<file path="config.mk">
export PLATFORM = sky130hd
export DESIGN_NAME = bin2xs3_seq
export DESIGN_NICKNAME = d
export VERILOG_FILES = /design/src/rtl/b2xs3_pkg.sv /design/src/rtl/xs3_digit_adj.sv /design/src/rtl/bin2xs3_seq.sv
export SDC_FILE = /design/constraint.sdc
export NUM_CORES = 1
export LEC_CHECK = 0
export CAP_MARGIN = 25
export CORE_MARGIN = 3
export CORE_UTILIZATION = 54
export CTS_CLUSTER_DIAMETER = 40
export DETAILED_ROUTE_END_ITERATION = 8
export PLACE_DENSITY = 0.82
export SYNTH_ARGS = -nofsm -noshare
export SYNTH_HDL_FRONTEND = slang
export SYNTH_SLANG_ARGS = --single-unit
export TNS_END_PERCENT = 50
</file>
<file path="constraint.sdc">
create_clock -name clk -period 2.89 [get_ports clk]
set_input_delay 0.578 -clock clk [delete_from_list [all_inputs] [get_ports clk]]
set_output_delay 0.578 -clock clk [all_outputs]
set_load 0.02 [all_outputs]
</file>
<file path="src/rtl/b2xs3_pkg.sv">
// Shared types and constants for the sequential binary-to-Excess-3 converter.
//   b2xs3_state_t : FSM state encoding
//   XS3_OFFSET    : offset turning a BCD digit into its Excess-3 code
//   DD_THRESH     : digit value at or above which double dabble adds DD_ADJ
//   DD_ADJ        : double dabble pre-shift correction
//   cnt_w()       : width of the iteration counter for a given binary width
package b2xs3_pkg;

  typedef enum logic [1:0] {
    IDLE  = 2'd0,
    SHIFT = 2'd1,
    DONE  = 2'd2
  } b2xs3_state_t;

  localparam logic [3:0] XS3_OFFSET = 4'd3;
  localparam logic [3:0] DD_THRESH  = 4'd5;
  localparam logic [3:0] DD_ADJ     = 4'd3;

  // Counter must hold the value BIN_W itself, hence +1.
  function automatic int cnt_w(input int bin_w);
    return $clog2(bin_w + 1);
  endfunction

endpackage

</file>
<file path="src/rtl/xs3_digit_adj.sv">
// Double dabble digit correction: adds 3 to a BCD digit that is 5 or more so
// the following left shift carries correctly into the next digit.
// Arithmetic is 4-bit and wraps; no carry leaves the digit.
//   digit : BCD digit before correction
//   adj   : corrected digit
module xs3_digit_adj
  import b2xs3_pkg::*;
(
  input  logic [3:0] digit,
  output logic [3:0] adj
);

  assign adj = (digit >= DD_THRESH) ? (digit + DD_ADJ) : digit;

endmodule

</file>
<file path="src/rtl/bin2xs3_seq.sv">
// Sequential binary to Excess-3 converter (shift-and-add-3, one bit per clock).
//   clk, rst_n           : clock, async active-low reset
//   in_valid / in_ready  : operand handshake; in_ready only in IDLE
//   bin                  : unsigned operand, sampled on the accepting edge
//   out_valid / out_ready: result handshake; result held while out_ready low
//   xs3                  : Excess-3 digits, digit k at [4k+3:4k]
//   ovf                  : operand >= 10^DIGITS; xs3 is then forced to zero
//   busy                 : conversion in progress
//
// state | meaning
// IDLE  | waiting for an operand, in_ready high
// SHIFT | one double dabble iteration per clock, BIN_W iterations
// DONE  | result presented, waiting for out_ready
module bin2xs3_seq
  import b2xs3_pkg::*;
#(
  parameter int BIN_W  = 8,
  parameter int DIGITS = 3
) (
  input  logic                  clk,
  input  logic                  rst_n,
  input  logic                  in_valid,
  output logic                  in_ready,
  input  logic [BIN_W-1:0]      bin,
  output logic                  out_valid,
  input  logic                  out_ready,
  output logic [4*DIGITS-1:0]   xs3,
  output logic                  ovf,
  output logic                  busy
);

  localparam int CW = cnt_w(BIN_W);
  localparam int BW = 4 * DIGITS;

  b2xs3_state_t state, state_nxt;

  logic [CW-1:0]    cnt;
  logic [BIN_W-1:0] bin_reg, bin_sh;
  logic [BW-1:0]    bcd, bcd_adj, bcd_sh, xs3_nxt;
  logic             ovf_sticky, ovf_nxt;
  logic             last_iter;

  for (genvar g = 0; g < DIGITS; g++) begin : g_digit
    xs3_digit_adj u_adj (
      .digit (bcd[4*g +: 4]),
      .adj   (bcd_adj[4*g +: 4])
    );
    assign xs3_nxt[4*g +: 4] = bcd_sh[4*g +: 4] + XS3_OFFSET;
  end

  assign {bcd_sh, bin_sh} = {bcd_adj, bin_reg} << 1;
  // The bit leaving the top digit is a carry worth 10^DIGITS.
  assign ovf_nxt   = ovf_sticky | bcd_adj[BW-1];
  assign last_iter = (cnt == CW'(1));

  always_ff @(posedge clk or negedge rst_n) begin
    if (!rst_n) state <= IDLE;
    else        state <= state_nxt;
  end

  always_comb begin
    state_nxt = state;
    case (state)
      IDLE:    if (in_valid)  state_nxt = SHIFT;
      SHIFT:   if (last_iter) state_nxt = DONE;
      DONE:    if (out_ready) state_nxt = IDLE;
      default:                state_nxt = IDLE;
    endcase
  end

  always_comb begin
    in_ready  = (state == IDLE);
    busy      = (state == SHIFT);
    out_valid = (state == DONE);
  end

  always_ff @(posedge clk or negedge rst_n) begin
    if (!rst_n) begin
      cnt        <= '0;
      bin_reg    <= '0;
      bcd        <= '0;
      ovf_sticky <= 1'b0;
      xs3        <= '0;
      ovf        <= 1'b0;
    end else begin
      case (state)
        IDLE: begin
          if (in_valid) begin
            bin_reg    <= bin;
            bcd        <= '0;
            ovf_sticky <= 1'b0;
            cnt        <= CW'(BIN_W);
          end
        end
        SHIFT: begin
          bin_reg    <= bin_sh;
          bcd        <= bcd_sh;
          ovf_sticky <= ovf_nxt;
          cnt        <= cnt - CW'(1);
          // Final iteration: capture the result as the FSM enters DONE.
          if (last_iter) begin
            xs3 <= ovf_nxt ? '0 : xs3_nxt;
            ovf <= ovf_nxt;
          end
        end
        default: ;
      endcase
    end
  end

endmodule

</file>
==> results of run 1 <==
-- placed cells by master, fill, tap and decap left out, types with 3 or more instances in the layout --
cell,n
nand2b_1,5
clkbuf_8,5
ha_1,10
nor3_1,5
and2_1,3
nor2_1,7
a21oi_1,10
inv_1,13
dfrtp_1,40
clkdlybuf4s50_1,26
a22oi_1,7
nor2b_1,4
buf_4,4
nand2_1,28
o21ai_0,28
a22o_1,9
xnor2_1,4
-- cells in the mapped netlist, types with 2 or more instances --
library cell | count | share of area (%)
a21oi_1 | 10 | 2.4
a22o_1 | 9 | 3.7
a22oi_1 | 7 | 2.5
and2_1 | 3 | 0.89
clkbuf_1 | 6 | 1.1
dfrtp_1 | 40 | 47
ha_1 | 10 | 5.9
inv_1 | 13 | 2.3
mux2i_1 | 2 | 0.95
nand2_1 | 28 | 5.0
nand2_4 | 2 | 1.1
nand2b_1 | 5 | 1.5
nand3_1 | 2 | 0.47
nor2_1 | 7 | 1.2
nor2b_1 | 4 | 1.2
nor3_1 | 5 | 1.2
nor3b_1 | 2 | 0.71
o211ai_1 | 2 | 0.71
o21a_1 | 2 | 0.71
o21ai_0 | 28 | 6.6
o31ai_1 | 2 | 0.71
or3b_2 | 2 | 0.83
xnor2_1 | 4 | 1.7
-- power by group through the flow --
| stage | Clock (mW) | Combinational (mW) | Sequential, mW |
|---|---|---|---|
| after floorplan | 0 | 0.969 | 1.02 |
| after global placement | 0 | 1.38 | 1.00 |
| after detailed placement | 0 | 1.42 | 1.01 |
| after CTS | 0.351 | 1.43 | 1.00 |
| after global routing | 0.377 | 1.60 | 1.04 |
| final | 0.341 | 1.42 | 1.00 |
-- area by class of cell --
| class | instances | area share [%] |
|---|---|---|
| inverter | 15 | 2.30 |
| clock inverter | 1 | 0.200 |
| timing repair buffer | 31 | 11.8 |
| sequential | 40 | 40.0 |
| clock buffer | 6 | 2.90 |
| tap | 48 | 2.40 |
| multi-input combinational | 152 | 40.5 |
-- worst max-delay path, delay by kind of cell, from the launching register on --
kind                   cells  cell delay [ns]
DFF                        1             0.60
and+or+nand+nor            1             0.13
buffers and inverters      2             0.81
-- cell families (layout without fill, tap and decap cells) --
family	after synthesis	count (layout)
flip-flops	40	40
AO/OA/AOI/OAI	70	70
adder cells (fa/ha/maj)	10	10
buffers and inverters	24	53
AND/OR/NAND/NOR	64	64
XOR/XNOR	5	5
multiplexers	3	3
-- final timing paths --
check	slack [ns]	cells past startpoint	to
setup / recovery	0.48	3	busy
hold / removal	0.40	1	xs3[5]$_DFFE_PN0P_
setup reg to reg	0.70	6	xs3[7]$_DFFE_PN0P_
hold reg to reg	0.48	2	bin_reg[4]$_DFFE_PN0P_
max in group asynchronous	1.94	1	bcd[9]$_DFFE_PN0P_
min in group clk	0.48	2	bin_reg[4]$_DFFE_PN0P_
-- metrics by stage --
| stage | cell area [µm²] | total power [mW] | hold slack (ns) | utilization, % |
|---|---|---|---|---|
| floorplan | 2120 | 1.99 | 0.282 | - |
| global placement | 2430 | 2.39 | 0.469 | 65.3 |
| detailed placement | 2430 | 2.43 | 0.470 | 65.3 |
| CTS | 2500 | 2.78 | 0.433 | 67.4 |
| global route | 2500 | 3.01 | 0.466 | 67.4 |
| finish | 2500 | 2.76 | 0.400 | 67.4 |
-- per-layer routing --
metal	track usage (%)	vias up
met5	0	-
met4	8.93	0
met3	4.86	5
li1	-	821
met2	28.8	30
met1	28.3	776
==> reports/metrics.cfg, run 1 <==
[status]
status = finished, final reports clean

[floorplanning]
core-area_mm2 = 0.00372
die_area_mm2 = 0.00471
start_util_pct = 57.0
fp-row-count = 22
design.portCount = 28
die_w_um = 68.6
die_y_um = 68.6

[yosys]
synthSimpleGateAreaFrac_pct = 16.3
synth_area_per_cell_um2 = 9.81
syn_inst = 216
synthFlopType = dfrtp_1
synthMuxAreaShare_pct = 1.48
synth_edf_count = 0
synth-seq-cells = 40
async_flop_share_pct = 100
synth_top_family_by_area = compound AO/OA/AOI/OAI gates
ys.warnings.count = 0
synthXorXnorAreaFrac_pct = 2.07
synth_adder_area_share_pct = 5.91
synth_area_mm2 = 0.00212
ys_types = 44
synth-compound-area-share_pct = 22.1
ys_seq_area_share_pct = 47.3
syn_nets = 238

[timing]
finalHoldViolCount = 0
setup_viol = 0
tightest_slew_ns = 0.868
fin_skew_ns = 0.00560
fmax_mhz = 416
final.period_utilization_pct = 83.2
layout_setup_ws_ns = 0.485
slew_headroom_pct = 42.1
rsz0062_at_grt = no
finalCriticalPeriod_ns = 2.41
fin_tns_setup_ns = 0
drv_slew = 0

[clock_tree]
clk_latency_ns = 0.29
cts_resized = 0
htree_levels = 2
clk_pin_slew_ns = 0.07
cts_made_buffers = 5
post-cts-setup-buffers = 0
clock-root-buffer = clkbuf_8
cts_sinks = 40
cts_tree = yes
cts_hold_buf = 0
clockBufferDepth = 2

[power_and_ir_drop]
clock_power_share_pct = 12.4
p_sw_share_pct = 42.7
irDropWorstVdd_v = 0.000532
p_sw_mw = 1.18
power_frac_seq_pct = 36.3
cellLeakagePower_nw = 1.08
internal-power_mw = 1.58
p_per_area_mw_per_mm2 = 1100
pwr-share-comb_pct = 51.3

[routing]
drt_iter0_markers = 93
viasPerCell = 5.57
ant_nets = 0
routed.top_layer = met4
met2WireLength_um = 1900
drc = 0
drt_first_pass_iters = 5
met3WireLength_um = 152
routed_wl_um = 4120
m1WireLength_um = 2000
wl_per_cell_um = 14.1
vias = 1632

[global_route]
grt_overflow_total = 0
grt_max_degree = 41
grt_first_pass_wirelength_um = 6870
grt_use_total_pct = 20.0
grt_pass1_vias = 1468
antenna_found_initial = 0

[worst_setup_path]
timing_worst_setup_path_type = flip-flop to output port
slowest_stage = clkdlybuf4s50_1
critPathRequiredTime_ns = 2.31
crit_arrival_ns = 1.83
r2r_start = state[0]$_DFFE_PN0P_
worst_setup_path_start_kind = flip-flop
crit_start = state[0]$_DFFE_PN0P_
path_cells = nand2_4 -> clkinv_2 -> clkdlybuf4s50_1
crit_fanout = 12
setup.worst_path.end_class = output port
critPathMaxStageDelay_ns = 0.64

[cells_and_area]
fillCellCount = 312
diodes = 0
post_route_cells_drive_above_1_share_pct = 8.98
fin_nets = 267
syn_to_final_growth_pct = 18.3
multi_input_area_mm2 = 0.00101
finalNonFillerCells = 293
register_area_mm2 = 0.00100

[min_path]
hold_class = input port to asynchronous set/reset pin

[placed_design]
pre_cts_slack_ns = 0.701
routabilityCongestion = 0.789
port_buffers = 27
place_inst = 286
dpl.hpwl_um = 3050

[flow_run]
drv_cap = 0

(Power assumes the default switching activity.)
==> run 2: changes to the inputs <==
--- a/config.mk
+++ b/config.mk
@@ -7,10 +7,10 @@
 export LEC_CHECK = 0
 export CAP_MARGIN = 25
 export CORE_MARGIN = 3
-export CORE_UTILIZATION = 54
+export CORE_UTILIZATION = 49
 export CTS_CLUSTER_DIAMETER = 40
 export DETAILED_ROUTE_END_ITERATION = 8
-export PLACE_DENSITY = 0.82
+export PLACE_DENSITY = 0.79
 export SYNTH_ARGS = -nofsm -noshare
 export SYNTH_HDL_FRONTEND = slang
 export SYNTH_SLANG_ARGS = --single-unit
==> constraint.sdc (replaced) <==
create_clock -name clk -period 2.15 [get_ports clk]
set_input_delay 0.43 -clock clk [delete_from_list [all_inputs] [get_ports clk]]
set_output_delay 0.43 -clock clk [all_outputs]
set_load 0.02 [all_outputs]
==> reports/metrics.cfg, run 2 (synthesis gave the netlist of run 1 again) <==
[floorplanning]
fp-row-count = 23  ; +4.5%
die_w_um = 71.8  ; +4.5%
die_y_um = 71.8  ; +4.5%
start_util_pct = 51.8  ; -5.2 points
core-area_mm2 = 0.00409  ; +10%
die_area_mm2 = 0.00515  ; +9.3%
design.portCount = 28  ; unchanged

[worst_setup_path]
slowest_stage = mux2_2
critPathMaxStageDelay_ns = 0.44  ; -0.20 ns
crit_arrival_ns = 2.28  ; +0.45 ns
path_cells = buf_4 -> ha_1 -> nand2b_1 -> a21oi_1 -> mux2_2 -> a21o_1 -> a221o_1
r2r_setup_slack_ns = 0.05  ; -0.65 ns
worst_setup_path_start_kind = flip-flop
timing_worst_setup_path_type = flip-flop to flip-flop
crit_fanout = 4  ; -8
critPathRequiredTime_ns = 2.33  ; +0.02 ns
setup.worst_path.end_class = flip-flop
crit_buf_inv = 1  ; -1
path_delay_family = compound AO/OA/AOI/OAI gates

[power_and_ir_drop]
cellLeakagePower_nw = 1.14  ; +5.6%
irDropWorstVdd_v = 0.000634  ; +19%
p_per_area_mw_per_mm2 = 1470  ; +34%

[routing]
viasPerCell = 5.66  ; +1.7%
wl_per_cell_um = 14.6  ; +4.0%
drc = 0  ; unchanged
vias = 1722  ; +5.5%
drt_first_pass_iters = 5  ; unchanged
routed_wl_um = 4450  ; +7.9%
ant_nets = 0  ; unchanged
drt_iter0_markers = 63  ; -32%

[timing]
slew_headroom_pct = 67.3  ; +25 points
fmax_mhz = 476
tightest_slew_ns = 0.487  ; -0.381 ns
hold_ws_ns = 0.0834  ; -0.317 ns
setup_viol = 0  ; unchanged
finalHoldViolCount = 0  ; unchanged
drv_slew = 0  ; unchanged
rsz0062_at_grt = yes
layout_setup_ws_ns = 0.0487  ; -0.436 ns
final.period_utilization_pct = 97.7
fin_tns_setup_ns = 0  ; unchanged
fin_skew_ns = 0.00506  ; -0.000539 ns
finalCriticalPeriod_ns = 2.10

[placed_design]
routabilityCongestion = 0.888  ; +12%
dpl.hpwl_um = 3240  ; +6.3%
pre_cts_slack_ns = 0.0530  ; -0.648 ns
place_area_mm2 = 0.00248  ; +2.2%
port_buffers = 27  ; unchanged

[cells_and_area]
syn_to_final_growth_pct = 22.6
post_route_cells_drive_above_1_share_pct = 12.2  ; +3.2 points
post-route-util_pct = 63.5  ; -3.9 points
final_common_cell = dfrtp_1
finalInstanceArea_mm2 = 0.00260  ; +3.6%
diodes = 0  ; unchanged
fin_nets = 275  ; +3.0%
final_cell_mix = 40 x dfrtp_1, 28 x nand2_1, 28 x o21ai_0

[clock_tree]
cts_hold_buf = 0  ; unchanged
clk_latency_ns = 0.30  ; about the same
clockBufferDepth = 2  ; unchanged
htree_levels = 2  ; unchanged
clock-root-buffer = clkbuf_8
cts_made_buffers = 5  ; unchanged
cts_sinks = 40  ; unchanged
cts_tree = yes
clk_pin_slew_ns = 0.07  ; about the same

[global_route]
grt_use_total_pct = 19.1  ; -0.92 points
grt_max_degree = 22  ; -46%
grt_overflow_total = 0  ; unchanged
grt_pass1_vias = 1683  ; +15%
antenna_found_initial = 0  ; unchanged
grt_first_pass_wirelength_um = 7710  ; +12%

[flow_run]
drv_cap = 0  ; unchanged

[min_path]
hold_class = input port to asynchronous set/reset pin

[status]
status = finished, final reports clean

run 2: layout make-up:
type | count | area, µm²
Sequential cell | 40 | 1000
Clock buffer | 8 | 90.1
Inverter | 15 | 57.6
Timing Repair Buffer | 39 | 369
Fill cell | 368 | 1490
Tap cell | 50 | 62.6
Multi-Input combinational cell | 152 | 1020
run 2: repair_timing:
action | in CTS | in global routing
buffers inserted | 0 | 3
resized for setup | 1 | 2
pin swaps | 0 | 1
setup endpoints to repair | 1 | 3
run 2: layer usage:
metal  track usage (%)  share of wire (%)  vias up
met2              30.8                 48       64
met4              8.56                1.8        0
met1              24.3                 43      812
met3              4.63                7.3        9
li1                  -                  -      837
met5                 0                  0        -
run 2: path summary, 6_finish.rpt:
path / start / cells past startpoint / end
worst max register to register: bcd[4]$_DFFE_PN0P_ / 7 / xs3[7]$_DFFE_PN0P_
min in group clk: bin_reg[4]$_DFFE_PN0P_ / 2 / bin_reg[4]$_DFFE_PN0P_
worst min register to register: bin_reg[4]$_DFFE_PN0P_ / 2 / bin_reg[4]$_DFFE_PN0P_
worst min-delay path: rst_n / 1 / xs3[9]$_DFFE_PN0P_
worst max-delay path: bcd[4]$_DFFE_PN0P_ / 7 / xs3[7]$_DFFE_PN0P_
max in group asynchronous: rst_n / 2 / bin_reg[4]$_DFFE_PN0P_
run 2: power breakdown:
| part | switching [mW] | total, mW | leakage, nW | internal (mW) |
|---|---|---|---|---|
| clock | 0.259 | 0.521 | 0.0455 | 0.262 |
| combinational | 1.09 | 1.97 | 0.579 | 0.886 |
| sequential | 0.271 | 1.33 | 0.514 | 1.06 |
| total | 1.61 | 3.82 | 1.14 | 2.21 |
run 2: metrics by stage:
stage,std cells,power (mW)
floorplan,216,2.68
global placement,293,3.23
detailed placement,293,3.30
CTS,301,3.83
global route,304,4.14
finish,304,3.82
